**src/rtl/muldiv_unit_pkg.sv**
```systemverilog
// -----------------------------------------------------------------------------
// muldiv_unit_pkg
// Shared definitions for the HI/LO multiply/divide engine:
//   - ALU-decoder control codes consumed by muldiv_unit
//   - state encoding of the muldiv_unit sequencer
// -----------------------------------------------------------------------------
package muldiv_unit_pkg;

    // Control codes emitted by the ALU decoder. MULT/MULTU and DIV/DIVU share a
    // code; signedness travels separately on signed_i.
    localparam logic [4:0] MULT_CONTROL = 5'b11000;
    localparam logic [4:0] DIV_CONTROL  = 5'b11001;
    localparam logic [4:0] MTHI_CONTROL = 5'b11010;
    localparam logic [4:0] MTLO_CONTROL = 5'b11011;

    typedef enum logic [1:0] {
        ST_IDLE = 2'd0,
        ST_MUL  = 2'd1,
        ST_DIV  = 2'd2,
        ST_DONE = 2'd3
    } muldiv_state_e;

endpackage

```
**src/rtl/muldiv_unit_div_radix2.sv**
```systemverilog
// -----------------------------------------------------------------------------
// div_radix2
// Iterative restoring divider on unsigned magnitudes, one quotient bit per
// cycle, WIDTH iterations after the start cycle.
// Ports:
//   clk, rst        clock, synchronous active-high reset
//   i_start         load operands (cycle T); iterations run T+1..T+WIDTH
//   i_abort         drop the operation in flight
//   i_dividend      unsigned dividend
//   i_divisor       unsigned divisor (0 yields all-ones quotient)
//   o_busy          iterations in progress
//   o_done          final iteration is executing this cycle; o_quotient and
//                   o_remainder hold the result from the next cycle on
//   o_quotient      quotient register
//   o_remainder     partial / final remainder register
// -----------------------------------------------------------------------------
module div_radix2 #(
    parameter int WIDTH = 32
) (
    input  logic             clk,
    input  logic             rst,
    input  logic             i_start,
    input  logic             i_abort,
    input  logic [WIDTH-1:0] i_dividend,
    input  logic [WIDTH-1:0] i_divisor,
    output logic             o_busy,
    output logic             o_done,
    output logic [WIDTH-1:0] o_quotient,
    output logic [WIDTH-1:0] o_remainder
);

    localparam int CNT_W = $clog2(WIDTH);

    logic             r_busy;
    logic [CNT_W-1:0] r_cnt;
    logic [WIDTH-1:0] r_rem;
    logic [WIDTH-1:0] r_quo;
    logic [WIDTH-1:0] r_div;

    logic [WIDTH:0]   w_rem_sh;
    logic             w_fits;
    logic [WIDTH-1:0] w_diff;
    logic [WIDTH-1:0] w_rem_next;

    // Shift the next dividend bit (MSB of the quotient register) into the
    // partial remainder. The shifted value needs one extra bit, but the
    // subtraction result is always < divisor, so WIDTH bits hold it.
    assign w_rem_sh   = {r_rem, r_quo[WIDTH-1]};
    assign w_fits     = (w_rem_sh >= {1'b0, r_div});
    assign w_diff     = w_rem_sh[WIDTH-1:0] - r_div;
    assign w_rem_next = w_fits ? w_diff : w_rem_sh[WIDTH-1:0];

    // NOTE: sequential state uses non-blocking (<=) so every register samples
    // pre-edge values; blocking here would create order-dependent simulation.
    always_ff @(posedge clk) begin
        if (rst) begin
            // NOTE: datapath registers are cleared too, so a reset mid-divide
            // leaves no stale partial result visible anywhere.
            r_busy <= 1'b0;
            r_cnt  <= '0;
            r_rem  <= '0;
            r_quo  <= '0;
            r_div  <= '0;
        end else if (i_abort) begin
            r_busy <= 1'b0;
        end else if (i_start) begin
            r_busy <= 1'b1;
            r_cnt  <= '0;
            r_rem  <= '0;
            r_quo  <= i_dividend;
            r_div  <= i_divisor;
        end else if (r_busy) begin
            r_rem <= w_rem_next;
            r_quo <= {r_quo[WIDTH-2:0], w_fits};
            r_cnt <= r_cnt + 1'b1;
            if (o_done) begin
                r_busy <= 1'b0;
            end
        end
    end

    assign o_busy      = r_busy;
    assign o_done      = r_busy & (r_cnt == CNT_W'(WIDTH - 1));
    assign o_quotient  = r_quo;
    assign o_remainder = r_rem;

endmodule

```
**src/rtl/muldiv_unit.sv**
```systemverilog
// -----------------------------------------------------------------------------
// muldiv_unit
// Execute-stage HI/LO engine: pipelined multiply, 32-step radix-2 divide,
// MTHI/MTLO writes, and the architectural HI/LO registers.
// Ports:
//   clk, rst       clock, synchronous active-high reset
//   flush_i        abort current op, no HI/LO write
//   valid_i        EX stage holds a valid instruction
//   alucontrol_i   decoded ALU control code (see muldiv_unit_pkg)
//   signed_i       1 = MULT/DIV, 0 = MULTU/DIVU
//   a_i, b_i       rs / rt operands
//   stall_o        hold IF..EX (combinational)
//   done_o         one-cycle pulse while in DONE
//   hi_o, lo_o     registered HI / LO
// -----------------------------------------------------------------------------
module muldiv_unit
    import muldiv_unit_pkg::*;
#(
    parameter int WIDTH   = 32,
    parameter int MUL_LAT = 2
) (
    input  logic             clk,
    input  logic             rst,
    input  logic             flush_i,
    input  logic             valid_i,
    input  logic [4:0]       alucontrol_i,
    input  logic             signed_i,
    input  logic [WIDTH-1:0] a_i,
    input  logic [WIDTH-1:0] b_i,
    output logic             stall_o,
    output logic             done_o,
    output logic [WIDTH-1:0] hi_o,
    output logic [WIDTH-1:0] lo_o
);

    muldiv_state_e    r_state;
    muldiv_state_e    w_state_next;

    logic [7:0]       r_mul_cnt;
    logic [WIDTH-1:0] r_a;
    logic [WIDTH-1:0] r_b;
    logic             r_signed;
    logic             r_op_mul;
    logic [2*WIDTH-1:0] r_prod;
    logic [WIDTH-1:0] r_hi;
    logic [WIDTH-1:0] r_lo;

    logic             w_idle_ok;
    logic             w_is_mul;
    logic             w_is_div;
    logic             w_start;
    logic [WIDTH-1:0] w_a_mag;
    logic [WIDTH-1:0] w_b_mag;
    logic [2*WIDTH-1:0] w_mul_a;
    logic [2*WIDTH-1:0] w_mul_b;
    logic [2*WIDTH-1:0] w_prod;
    logic             w_div_busy;
    logic             w_div_done;
    logic [WIDTH-1:0] w_quo;
    logic [WIDTH-1:0] w_rem;
    logic             w_q_neg;
    logic             w_r_neg;
    logic             w_div_zero;
    logic [WIDTH-1:0] w_div_hi;
    logic [WIDTH-1:0] w_div_lo;

    // Instruction acceptance (MULT/DIV start and MTHI/MTLO) only from IDLE.
    assign w_idle_ok = valid_i & ~flush_i & (r_state == ST_IDLE);
    assign w_is_mul  = (alucontrol_i == MULT_CONTROL);
    assign w_is_div  = (alucontrol_i == DIV_CONTROL);
    assign w_start   = w_idle_ok & (w_is_mul | w_is_div);

    // Divider works on magnitudes taken straight from the operand ports in the
    // start cycle; it latches them itself. -0x80000000 wraps to 0x80000000,
    // which is the correct unsigned magnitude.
    assign w_a_mag = (signed_i & a_i[WIDTH-1]) ? -a_i : a_i;
    assign w_b_mag = (signed_i & b_i[WIDTH-1]) ? -b_i : b_i;

    div_radix2 #(.WIDTH(WIDTH)) u_div (
        .clk         (clk),
        .rst         (rst),
        .i_start     (w_start & w_is_div),
        .i_abort     (flush_i),
        .i_dividend  (w_a_mag),
        .i_divisor   (w_b_mag),
        .o_busy      (w_div_busy),
        .o_done      (w_div_done),
        .o_quotient  (w_quo),
        .o_remainder (w_rem)
    );

    // Sign-extending both operands to 2*WIDTH makes the low 2*WIDTH bits of a
    // plain unsigned product equal the signed or unsigned full product.
    assign w_mul_a = {{WIDTH{r_signed & r_a[WIDTH-1]}}, r_a};
    assign w_mul_b = {{WIDTH{r_signed & r_b[WIDTH-1]}}, r_b};
    assign w_prod  = w_mul_a * w_mul_b;

    // Divide sign fix-up and the divide-by-zero override.
    assign w_q_neg    = r_signed & (r_a[WIDTH-1] ^ r_b[WIDTH-1]);
    assign w_r_neg    = r_signed & r_a[WIDTH-1];
    assign w_div_zero = (r_b == '0);
    assign w_div_lo   = w_div_zero ? '1  : (w_q_neg ? -w_quo : w_quo);
    assign w_div_hi   = w_div_zero ? r_a : (w_r_neg ? -w_rem : w_rem);

    // State register.
    always_ff @(posedge clk) begin
        if (rst) begin
            r_state <= ST_IDLE;
        end else begin
            r_state <= w_state_next;
        end
    end

    // Next state and control outputs.
    always_comb begin
        // NOTE: every output of this block gets a default first, so no path
        // through the case leaves one unassigned and no latch is inferred.
        w_state_next = r_state;
        stall_o      = 1'b0;
        done_o       = 1'b0;

        unique case (r_state)
            ST_IDLE: begin
                if (w_start) begin
                    w_state_next = w_is_mul ? ST_MUL : ST_DIV;
                end
            end
            ST_MUL: begin
                if (r_mul_cnt == '0) begin
                    w_state_next = ST_DONE;
                end
            end
            ST_DIV: begin
                // Leaving on a lost divider (not busy) keeps the FSM from
                // ever waiting on an op that no longer exists.
                if (w_div_done || !w_div_busy) begin
                    w_state_next = ST_DONE;
                end
            end
            ST_DONE: begin
                w_state_next = ST_IDLE;
                done_o       = 1'b1;
            end
            default: w_state_next = ST_IDLE;
        endcase

        if (flush_i) begin
            w_state_next = ST_IDLE;
        end

        stall_o = ~flush_i & (w_start | (r_state == ST_MUL) | (r_state == ST_DIV));
    end

    // Operand latch, multiply pipeline and multiply cycle counter.
    always_ff @(posedge clk) begin
        if (rst) begin
            r_a       <= '0;
            r_b       <= '0;
            r_signed  <= 1'b0;
            r_op_mul  <= 1'b0;
            r_prod    <= '0;
            r_mul_cnt <= '0;
        end else begin
            if (w_start) begin
                r_a       <= a_i;
                r_b       <= b_i;
                r_signed  <= signed_i;
                r_op_mul  <= w_is_mul;
                r_mul_cnt <= 8'(MUL_LAT - 1);
            end
            if (r_state == ST_MUL) begin
                r_prod <= w_prod;
                if (r_mul_cnt != '0) begin
                    r_mul_cnt <= r_mul_cnt - 1'b1;
                end
            end
        end
    end

    // Architectural HI/LO. Results commit at the DONE edge unless flushed;
    // MTHI/MTLO commit in IDLE.
    always_ff @(posedge clk) begin
        if (rst) begin
            r_hi <= '0;
            r_lo <= '0;
        end else if ((r_state == ST_DONE) && !flush_i) begin
            if (r_op_mul) begin
                r_hi <= r_prod[2*WIDTH-1:WIDTH];
                r_lo <= r_prod[WIDTH-1:0];
            end else begin
                r_hi <= w_div_hi;
                r_lo <= w_div_lo;
            end
        end else if (w_idle_ok) begin
            if (alucontrol_i == MTHI_CONTROL) begin
                r_hi <= a_i;
            end
            if (alucontrol_i == MTLO_CONTROL) begin
                r_lo <= a_i;
            end
        end
    end

    assign hi_o = r_hi;
    assign lo_o = r_lo;

endmodule

```
**config.mk**
```make
export PLATFORM = sky130hd
export DESIGN_NAME = muldiv_unit
export DESIGN_NICKNAME = d
export VERILOG_FILES = /design/src/rtl/muldiv_unit_pkg.sv /design/src/rtl/muldiv_unit_div_radix2.sv /design/src/rtl/muldiv_unit.sv
export SDC_FILE = /design/constraint.sdc
export NUM_CORES = 2
export LEC_CHECK = 0
export ABC_AREA = 1
export CELL_PAD_IN_SITES_DETAIL_PLACEMENT = 0
export CELL_PAD_IN_SITES_GLOBAL_PLACEMENT = 1
export CORE_MARGIN = 10
export CORE_UTILIZATION = 49
export CTS_CLUSTER_SIZE = 16
export DETAILED_ROUTE_END_ITERATION = 10
export PLACE_DENSITY = 0.81
export SLEW_MARGIN = 0
export SYNTH_ARGS = -nofsm -noshare
export SYNTH_HDL_FRONTEND = slang
export SYNTH_SLANG_ARGS = --single-unit
```
**constraint.sdc**
```tcl
create_clock -name clk -period 9.07 [get_ports clk]
set_input_delay 1.3605 -clock clk [delete_from_list [all_inputs] [get_ports clk]]
set_output_delay 1.3605 -clock clk [all_outputs]
set_load 0.01 [all_outputs]
```
==> results.md <==
- Status: completed
- Worst EP arrival: 9120 ps
- Die width: 367 um
- Most frequent cells in the layout: 2051 x nand2_1, 2025 x inv_1, 1126 x fa_1, 528 x nor2_1, 444 x a21oi_1
- First-pass DRT Iterations: 6
- Int Pwr: 2.65 mW
- Synthesized cell area: 0.0589 mm2
- DRT antenna net count: 0
- GPL Wtd Cong: 1.00
- GR Util All Layers: 30.3%
- DR iter-0 viols: 4153
- Max layer used: met5
- Slew headroom: 16.4%
- Worst Skew: 38.5 ps
- Final Util: 52.9%
- Number of clock sinks: 306
- FILL cells: 11900
- CTS tree: yes
- Fin crit share: 95.4%
- YS warnings: 0
- Maximum fanout along the worst path: 14
- GRT overflow: 0
- DRC: 0
- I/O Buffers: 139
- Die Y: 367 um
- F_max: 0.116 GHz
- Number of synthesized flops with an enable pin: 0
- Antenna violations before repair: 2
- Final net count: 9524
- Routed wire length: 203000 um
- WL/cell: 20.9 um
- Pre-CTS setup slack: 358 ps
- Pin count of the biggest net entering global routing: 80
- Clock Latency Late Sink: 610 ps
- IO Count: 140
- RSZ-0062 raised after global routing: no
- Setup tns final: 0 ps
- FP Rows: 127
- Net Sw Frac: 28.6%
- Seq/Total Area, Yosys: 10.4%
- Length of routed met3 wiring: 12900 um
- Peak VDD IR: 0.000120 V
- Top_reg_cell synth: dfxtp_1
- Worst-margin pin slew: 1250 ps
- Pins Over Slew Limit: 0
- Comb pwr share: 11.9%
- Worst min path class: flip-flop to flip-flop
- Layout cells sized above 1: 3.50%
- Layout Area Growth over Synthesis: 7.31%
- Worst EP required: 9540 ps
- Vias in the first global route: 53600
- Area leader, netlist: fa_1
- Synth top area share: 38.2%
- H-tree Lvls: 2
- Starting Density: 49.3%
- Yosys cell types: 58
- Metal2 WL: 98000 um
- FFs w/ async S/R, synth: 0%
- Die ar.: 0.135 mm2
- Max_cap viols: 0
- Slowest-stage cell, CP: dfxtp_1
- Power per Cell Area: 58.7 mW/mm2
- Root Buffer: clkbuf_16
- Clk slew on worst S/H paths: 60 ps
- CP peak stage delay: 1140 ps
- Tmin final: 8650 ps
- CTS hold repair buffers: 0
- Final hold vios: 0
- Clock share of power: 50.8%
- Met1 wire length: 84300 um
- Worst setup SP type: flip-flop
- Yosys reg bits: 306
- Leak: 33.8 nW
- Sequential Power Share: 37.3%
- Critical path class: flip-flop to flip-flop
- Setup violations, final: 0
- CTS Buffer Depth: 3
- Post-Syn Nets: 9618
- Setup slack after layout: 419 ps
- Switching pwr: 1.06 mW
- Core area: 0.120 mm2
- Synthesized area per cell: 7.22 um2
- Dpl hpwl: 169000 um
- Crit. End Element: flip-flop
- Routed via count: 51500
- First-pass GRT wire length: 319000 um
- Most common cell after layout, fill and taps aside: nand2_1
- Synthesized instance count: 8160
- Cts bufs inserted: 39
- Ranking of synthesized cells by area: fa_1 38%, nand2_1 13%, inv_1 13%
- Setup bufs post-CTS: 0
- Via density: 5.31
[kinds of logic (layout without fill, tap and decap cells)]
| kind of cell | Yosys count | count (layout) | synth area share (%) |
|---|---|---|---|
| XOR/XNOR | 83 | 83 | 1.23 |
| AND/OR/NAND/NOR | 3053 | 3053 | 20.9 |
| other | 0 | 1 | 0 |
| buffers and inverters | 2459 | 2393 | 15.8 |
| adder cells (fa/ha/maj) | 1384 | 1384 | 43.7 |
| AO/OA/AOI/OAI | 875 | 875 | 7.92 |
| flip-flops | 306 | 306 | 10.4 |
[sequential cells by signal, summed over array words and instances (netlist names)]
register / flops
lo_o: 32
r_op_mul: 1
u_div.o_quotient: 32
u_div.o_remainder: 32
u_div.r_cnt: 5
u_div.o_busy: 1
hi_o: 32
r_prod: 64
r_state: 2
r_signed: 1
u_div.r_div: 32
r_mul_cnt: 8
r_a: 32
r_b: 32
[repair_timing]
action,CTS,global route
gates resized for setup,0,3
hold endpoints to repair,0,0
setup endpoints to repair,0,3
[power by group through the flow]
stage	registers (mW)	logic, mW	clock network [mW]
floorplan	1.39	0.275	0
global placement	1.41	0.429	0
detailed placement	1.41	0.430	0
CTS	1.38	0.432	1.90
global route	1.38	0.476	1.95
finish	1.38	0.440	1.89
[per-layer routing]
| metal | up-vias | track usage, % |
|---|---|---|
| met5 | - | 0 |
| met1 | 25700 | 39.9 |
| met4 | 2 | 10.1 |
| met2 | 1778 | 51.6 |
| met3 | 355 | 3.49 |
| li1 | 23700 | - |
[path summary, 6_finish.rpt]
| check | start | endpoint | slack [ps] | depth (start not counted) |
|---|---|---|---|---|
| setup / recovery | r_a[11]$_SDFFE_PP0P_ | r_prod[35]$_SDFFE_PP0P_ | 420 | 28 |
| hold / removal | u_div.r_div[22]$_SDFFE_PP0P_ | u_div.r_div[22]$_SDFFE_PP0P_ | 460 | 2 |
| setup reg to reg | r_a[11]$_SDFFE_PP0P_ | r_prod[35]$_SDFFE_PP0P_ | 420 | 28 |
| hold reg to reg | u_div.r_div[22]$_SDFFE_PP0P_ | u_div.r_div[22]$_SDFFE_PP0P_ | 460 | 2 |
[synthesized netlist by cell type (48+ instances only)]
cell	number
nor2_1	529
nor3_1	48
xor2_1	60
o21ai_0	300
nand4_1	50
inv_1	2027
fa_1	1126
clkbuf_1	348
nand2_1	2051
a21oi_1	444
ha_1	258
nand3_1	286
dfxtp_1	306
[stage by stage]
step	total power, mW	instances	area [um2]	hold WS (ps)
floorplan	1.67	8160	58900	421
global placement	1.84	9637	61700	443
detailed placement	1.84	9637	61700	449
CTS	3.72	9706	63200	463
global route	3.81	9706	63200	479
finish	3.71	9707	63300	458
[worst max-delay path: cells and delay by family (launching register included)]
family / cells / cell delay [ps]
buffers and inverters: 8 / 420
AND/OR/NAND/NOR: 11 / 2300
flip-flops: 1 / 1140
adder cells (fa/ha/maj): 9 / 4640
[final cells by class]
| cell class | instances | area, um2 | share of cell area [%] |
|---|---|---|---|
| repair buffers | 268 | 2390 | 3.79 |
| inverters | 2056 | 7720 | 12.2 |
| flip-flops and latches | 306 | 6130 | 9.69 |
| well taps | 1612 | 2020 | 3.19 |
| multi-input cells | 5395 | 43500 | 68.7 |
| clock inverters | 22 | 423 | 0.669 |
| diodes | 1 | 2.50 | 0.00396 |
| clock buffers | 47 | 1080 | 1.70 |
No activity file was read; power rests on OpenSTA's default activity.
